## src/rtl/acumulador_alu.sv

```systemverilog
// Accumulator / writeback stage of the MicroUAZ datapath.
// Captures the ALU result or external data into the accumulator and keeps
// the Z/N/C flags. Increment and multi-cycle serial shifts are also done here.
module acumulador_alu #(
  parameter int WIDTH = 8,
  localparam int SHW  = $clog2(WIDTH)
) (
  input  logic             clk,
  input  logic             rst_n,
  input  logic             in_valid,
  output logic             in_ready,
  input  logic [2:0]       op,
  input  logic [WIDTH-1:0] alu_result,
  input  logic             alu_carry,
  input  logic [WIDTH-1:0] data_in,
  input  logic [SHW-1:0]   shamt,
  output logic [WIDTH-1:0] acc,
  output logic             flag_z,
  output logic             flag_n,
  output logic             flag_c,
  output logic             busy,
  output logic             done
);

  typedef enum logic {
    IDLE,
    SHIFT
  } state_t;

  typedef enum logic [2:0] {
    OP_NOP  = 3'b000,
    OP_LOAD = 3'b001,
    OP_WB   = 3'b010,
    OP_INC  = 3'b011,
    OP_SHL  = 3'b100,
    OP_SHR  = 3'b101,
    OP_CLR  = 3'b110,
    OP_RSV  = 3'b111
  } op_t;

  localparam logic [SHW-1:0]   CNT_ONE = SHW'(1);
  localparam logic [WIDTH-1:0] ACC_ONE = WIDTH'(1);

  state_t           state, state_next;
  logic [SHW-1:0]   cnt, cnt_next;
  logic             dir_right, dir_right_next;
  logic [WIDTH-1:0] acc_next;
  logic             z_next, n_next, c_next, done_next;
  logic             acc_write;

  assign in_ready = (state == IDLE) && rst_n;
  assign busy     = (state == SHIFT);

  // Next-state, datapath and flag computation
  always_comb begin
    state_next     = state;
    cnt_next       = cnt;
    dir_right_next = dir_right;
    acc_next       = acc;
    c_next         = flag_c;
    done_next      = 1'b0;
    acc_write      = 1'b0;

    unique case (state)
      IDLE: begin
        if (in_valid) begin
          done_next = 1'b1;
          case (op_t'(op))
            OP_LOAD: begin
              acc_next  = data_in;
              acc_write = 1'b1;
            end
            OP_WB: begin
              acc_next  = alu_result;
              c_next    = alu_carry;
              acc_write = 1'b1;
            end
            OP_INC: begin
              acc_next  = acc + ACC_ONE;
              c_next    = &acc;
              acc_write = 1'b1;
            end
            OP_SHL, OP_SHR: begin
              if (shamt == '0) begin
                // Zero-length shift completes at once; only Z/N are refreshed.
                acc_write = 1'b1;
              end else begin
                state_next     = SHIFT;
                cnt_next       = shamt;
                dir_right_next = (op_t'(op) == OP_SHR);
                done_next      = 1'b0;
              end
            end
            OP_CLR: begin
              acc_next  = '0;
              c_next    = 1'b0;
              acc_write = 1'b1;
            end
            default: ;
          endcase
        end
      end
      SHIFT: begin
        acc_write = 1'b1;
        if (dir_right) begin
          acc_next = {1'b0, acc[WIDTH-1:1]};
          c_next   = acc[0];
        end else begin
          acc_next = {acc[WIDTH-2:0], 1'b0};
          c_next   = acc[WIDTH-1];
        end
        cnt_next = cnt - CNT_ONE;
        if (cnt == CNT_ONE) begin
          state_next = IDLE;
          done_next  = 1'b1;
        end
      end
      default: state_next = IDLE;
    endcase

    z_next = flag_z;
    n_next = flag_n;
    if (acc_write) begin
      z_next = (acc_next == '0);
      n_next = acc_next[WIDTH-1];
    end
  end

  // State, accumulator and flag registers with synchronous reset
  always_ff @(posedge clk) begin
    if (!rst_n) begin
      state     <= IDLE;
      cnt       <= '0;
      dir_right <= 1'b0;
      acc       <= '0;
      flag_z    <= 1'b1;
      flag_n    <= 1'b0;
      flag_c    <= 1'b0;
      done      <= 1'b0;
    end else begin
      state     <= state_next;
      cnt       <= cnt_next;
      dir_right <= dir_right_next;
      acc       <= acc_next;
      flag_z    <= z_next;
      flag_n    <= n_next;
      flag_c    <= c_next;
      done      <= done_next;
    end
  end

endmodule

```

## config.mk

```make
export PLATFORM = sky130hd
export DESIGN_NAME = acumulador_alu
export DESIGN_NICKNAME = d
export VERILOG_FILES = /design/src/rtl/acumulador_alu.sv
export SDC_FILE = /design/constraint.sdc
export NUM_CORES = 1
export LEC_CHECK = 0
export ABC_AREA = 1
export CAP_MARGIN = 30
export CORE_MARGIN = 2
export CORE_UTILIZATION = 30
export DETAILED_ROUTE_END_ITERATION = 10
export PLACE_DENSITY_LB_ADDON = 0.25
export SLEW_MARGIN = 20
export SYNTH_ARGS = -nofsm -noshare
export SYNTH_HDL_FRONTEND = slang
export SYNTH_SLANG_ARGS = --single-unit
```

## constraint.sdc

```tcl
create_clock -name clk -period 1.56 [get_ports clk]
set_input_delay 0.39 -clock clk [delete_from_list [all_inputs] [get_ports clk]]
set_output_delay 0.39 -clock clk [all_outputs]
set_load 0.02 [all_outputs]
```

==> impl_metrics.prom <==
# TYPE chip_impl_metric gauge
chip_impl_metric{name="numClockSinks",unit=""} 17
chip_impl_metric{name="critPathMaxFanout",unit=""} 4
chip_impl_metric{name="synth-seq-area-share",unit=""} 0.2533
chip_impl_metric{name="number_of_global_route_vias_before_repair",unit=""} 1528
chip_impl_metric{name="place_hpwl",unit="µm"} 3138
chip_impl_metric{name="cts_max_path_buffers",unit=""} 2
chip_impl_metric{name="clk_pin_slew",unit="ps"} 70
chip_impl_info{name="post-synth-top-count-cell",value="nand2_1"} 1
chip_impl_metric{name="report.final.setup_viol",unit=""} 0
chip_impl_metric{name="gp_routability_congestion",unit=""} 0.8552
chip_impl_metric{name="grt_pass1_wl",unit="µm"} 6969
chip_impl_metric{name="ioPinCount",unit=""} 40
chip_impl_info{name="highest-signal-layer",value="met4"} 1
chip_impl_metric{name="holdBufCountCts",unit=""} 0
chip_impl_info{name="synth_flop_cell",value="dfxtp_1"} 1
chip_impl_metric{name="final_min_period_over_clock_period",unit=""} 0.9568
chip_impl_metric{name="critPathArrivalTime",unit="ps"} 1100
chip_impl_info{name="run_status",value="complete, no violations"} 1
chip_impl_metric{name="area_growth_syn_to_layout",unit="%"} 60.89
chip_impl_metric{name="drt-vias-per-instance",unit=""} 4.677
chip_impl_metric{name="powerDensity",unit="mW/mm²"} 622.4
chip_impl_info{name="worstSetupEndpointType",value="output port"} 1
chip_impl_metric{name="design.die.area",unit="mm²"} 0.005030
chip_impl_metric{name="rows",unit=""} 24
chip_impl_metric{name="worst_pin_slew",unit="ps"} 317.6
chip_impl_metric{name="required",unit="ps"} 1170
chip_impl_metric{name="synth.ff_latch_count",unit=""} 17
chip_impl_metric{name="ir_drop",unit="mV"} 0.5283
chip_impl_metric{name="drt-pass1-iter-count",unit=""} 4
chip_impl_metric{name="finalClockSkew",unit="ps"} 5.538
chip_impl_metric{name="hold_violations",unit=""} 0
chip_impl_metric{name="setup-tns-final",unit="ps"} 0
chip_impl_info{name="setup_repair_after_global_routing_missed_its_margin",value="yes"} 1
chip_impl_metric{name="cellLeakagePower",unit="µW"} 0.001048
chip_impl_info{name="timing_worst_setup_path_type",value="reg2out"} 1
chip_impl_metric{name="final_layout_size_suffix_gt1_frac",unit=""} 0.2625
chip_impl_metric{name="fillCellCount",unit=""} 453
chip_impl_metric{name="yosys_warnings",unit=""} 0
chip_impl_metric{name="report.final.slew_viol_count",unit=""} 0
chip_impl_metric{name="chipHeight",unit="µm"} 70.93
chip_impl_metric{name="edff_count_synth",unit=""} 0
chip_impl_metric{name="cts_buffer_count",unit=""} 3
chip_impl_metric{name="initialDrtViolationCount",unit=""} 70
chip_impl_metric{name="slew_headroom",unit=""} 0.7861
chip_impl_metric{name="m1WireLength",unit="µm"} 2020
chip_impl_metric{name="ant_nets",unit=""} 0
chip_impl_metric{name="routed_wirelength",unit="µm"} 4142
chip_impl_metric{name="io_buffer_count",unit=""} 39
chip_impl_metric{name="wl_per_cell",unit="µm"} 11.73
chip_impl_metric{name="syn-cell-area",unit="mm²"} 0.001344
chip_impl_metric{name="drcViolationCount",unit=""} 0
chip_impl_metric{name="syn_avg_cell_area",unit="µm²"} 5.972
chip_impl_info{name="min-delay-path-class",value="in2reg"} 1
chip_impl_metric{name="clock_latency",unit="ps"} 260
chip_impl_metric{name="n_antenna_cell",unit=""} 0
chip_impl_metric{name="grt_start_max_net_pins",unit=""} 13
chip_impl_metric{name="post-synth-top-area-fraction",unit=""} 0.2533
chip_impl_info{name="cts_tree",value="built"} 1
chip_impl_metric{name="core_area",unit="mm²"} 0.004324
chip_impl_metric{name="antenna_found_initial",unit=""} 0
chip_impl_metric{name="fin_nets",unit=""} 331
chip_impl_info{name="synth_commonest_cells",value="nand2_1 (54), nor2_1 (44), inv_1 (30), a21oi_1 (21), dfxtp_1 (17)"} 1
chip_impl_info{name="synth.largest_area_cell",value="dfxtp_1"} 1
chip_impl_metric{name="die_x",unit="µm"} 70.93
chip_impl_metric{name="timing.final.crit_period",unit="ps"} 1493
chip_impl_metric{name="synthesis.nets",unit=""} 254
chip_impl_metric{name="synth_async_sr_flop_share",unit=""} 0
chip_impl_metric{name="num_vias",unit=""} 1651
chip_impl_metric{name="timing.fmax",unit="GHz"} 0.6700
chip_impl_metric{name="htree_num_levels",unit=""} 1
chip_impl_info{name="clk_root_buffer_cell",value="clkbuf_8"} 1
chip_impl_metric{name="synth_cells",unit=""} 225
chip_impl_metric{name="start_util",unit=""} 0.3108
chip_impl_metric{name="maxCapViolations",unit=""} 0
chip_impl_info{name="post_synth_main_area_contributors",value="dfxtp_1 (25%), nand2_1 (15%), nor2_1 (12%), inv_1 (8.4%), a21oi_1 (7.8%)"} 1
chip_impl_metric{name="global_route.overflow_total",unit=""} 0
chip_impl_info{name="setup.worst_path.start_class",value="flip-flop"} 1
chip_impl_metric{name="power",unit="µW"} 1346
chip_impl_metric{name="routed-wl-met2",unit="µm"} 1841
chip_impl_metric{name="track_usage",unit=""} 0.1706
chip_impl_metric{name="wl_met3",unit="µm"} 207
chip_impl_metric{name="distinct_cell_type_count_of_the_synthesized_netlist",unit=""} 27
-- repair_timing --
item	CTS	global route
endpoints found under the hold margin	0	0
gates cloned	1	0
buffers inserted	1	0
pin swaps	1	5
setup endpoints to repair	30	12
gates resized for setup	26	34
-- placed cells by master, fill, tap and decap left out, types with 2 or more instances in the layout --
| master | netlist | layout |
|---|---|---|
| inv_1 | 30 | 29 |
| nand3_4 | 1 | 2 |
| nand4_1 | 5 | 5 |
| buf_4 | 1 | 38 |
| nor2_1 | 44 | 39 |
| clkbuf_2 | 0 | 3 |
| nand3_2 | 2 | 4 |
| o22ai_1 | 3 | 3 |
| dlymetal6s2s_1 | 0 | 4 |
| nand2_2 | 0 | 4 |
| a22oi_1 | 4 | 4 |
| nand3_1 | 10 | 8 |
| a211oi_1 | 3 | 3 |
| nor2_2 | 3 | 8 |
| a21oi_2 | 2 | 3 |
| nand2_1 | 54 | 49 |
| clkbuf_8 | 0 | 3 |
| dlygate4sd2_1 | 0 | 13 |
| clkdlybuf4s50_1 | 0 | 17 |
| a21oi_1 | 21 | 20 |
| o21ai_0 | 9 | 9 |
| dfxtp_4 | 0 | 3 |
| nand2_4 | 1 | 2 |
| ha_1 | 3 | 2 |
| dfxtp_1 | 17 | 13 |
-- kinds of logic after synthesis --
logic type | Yosys count | share of synthesized area
xor gates and xnor gates | 1 | 0.006519
buffers and inverters | 38 | 0.1303
AOI/OAI and AO/OA | 45 | 0.1927
adders and majority gates | 3 | 0.02794
DFF | 17 | 0.2533
and+or+nand+nor | 121 | 0.3892
-- per-layer routing --
| metal | track usage | vias up |
|---|---|---|
| met2 | 0.2617 | 43 |
| met4 | 0.07338 | 0 |
| met1 | 0.2361 | 713 |
| li1 | - | 887 |
| met5 | 0 | - |
| met3 | 0.02849 | 8 |
-- final timing paths --
path | slack, ps | cells past startpoint | from | end
worst max-delay path | 70 | 2 | busy | busy
worst min-delay path | 490 | 4 | rst_n | flag_n
worst max register to register | 80 | 11 | acc[0] | flag_z
worst min register to register | 500 | 2 | cnt[1] | cnt[1]
-- layout make-up --
type	instances	area [µm²]	share of cell area
multi-input combinational	171	914.6	0.4230
timing repair buffer	77	655.6	0.3032
sequential	17	352.8	0.1632
inverter	32	127.6	0.05903
tap	52	65.06	0.03009
clock buffer	3	41.29	0.01910
clock inverter	1	5.005	0.002315
-- stage by stage --
step	worst slack [ps]	util	cells	instance area, µm²	hold slack [ps]
3_5_place_dp	-553.9	0.4693	347	2029	481.3
4_1_cts	0.2758	0.4818	353	2083	495.2
3_3_place_gp	-541.1	0.4693	347	2029	474.8
5_1_grt	-5.890	0.5000	353	2162	523.8
6_report	67.46	0.5000	353	2162	491.9
2_1_floorplan	98.36	-	225	1346	448.9
-- state kept, by name, summed over array words and instances, names as in the netlist --
name / flops
dir_right: 1
flag_n: 1
done: 1
acc: 8
flag_z: 1
cnt: 3
flag_c: 1
busy: 1
-- worst max-delay path, stage by stage, from the launching register on --
cell and delay, ps:
dfxtp_1 360, buf_4 150, dlygate4sd2_1 330
-- report_power, final --
| group | switching [µW] | internal, µW | total (µW) |
|---|---|---|---|
| clock network | 155 | 178 | 332 |
| logic | 266 | 241 | 507 |
| registers | 35.6 | 471 | 507 |
Note: power is estimated with default switching activity, not from simulation.
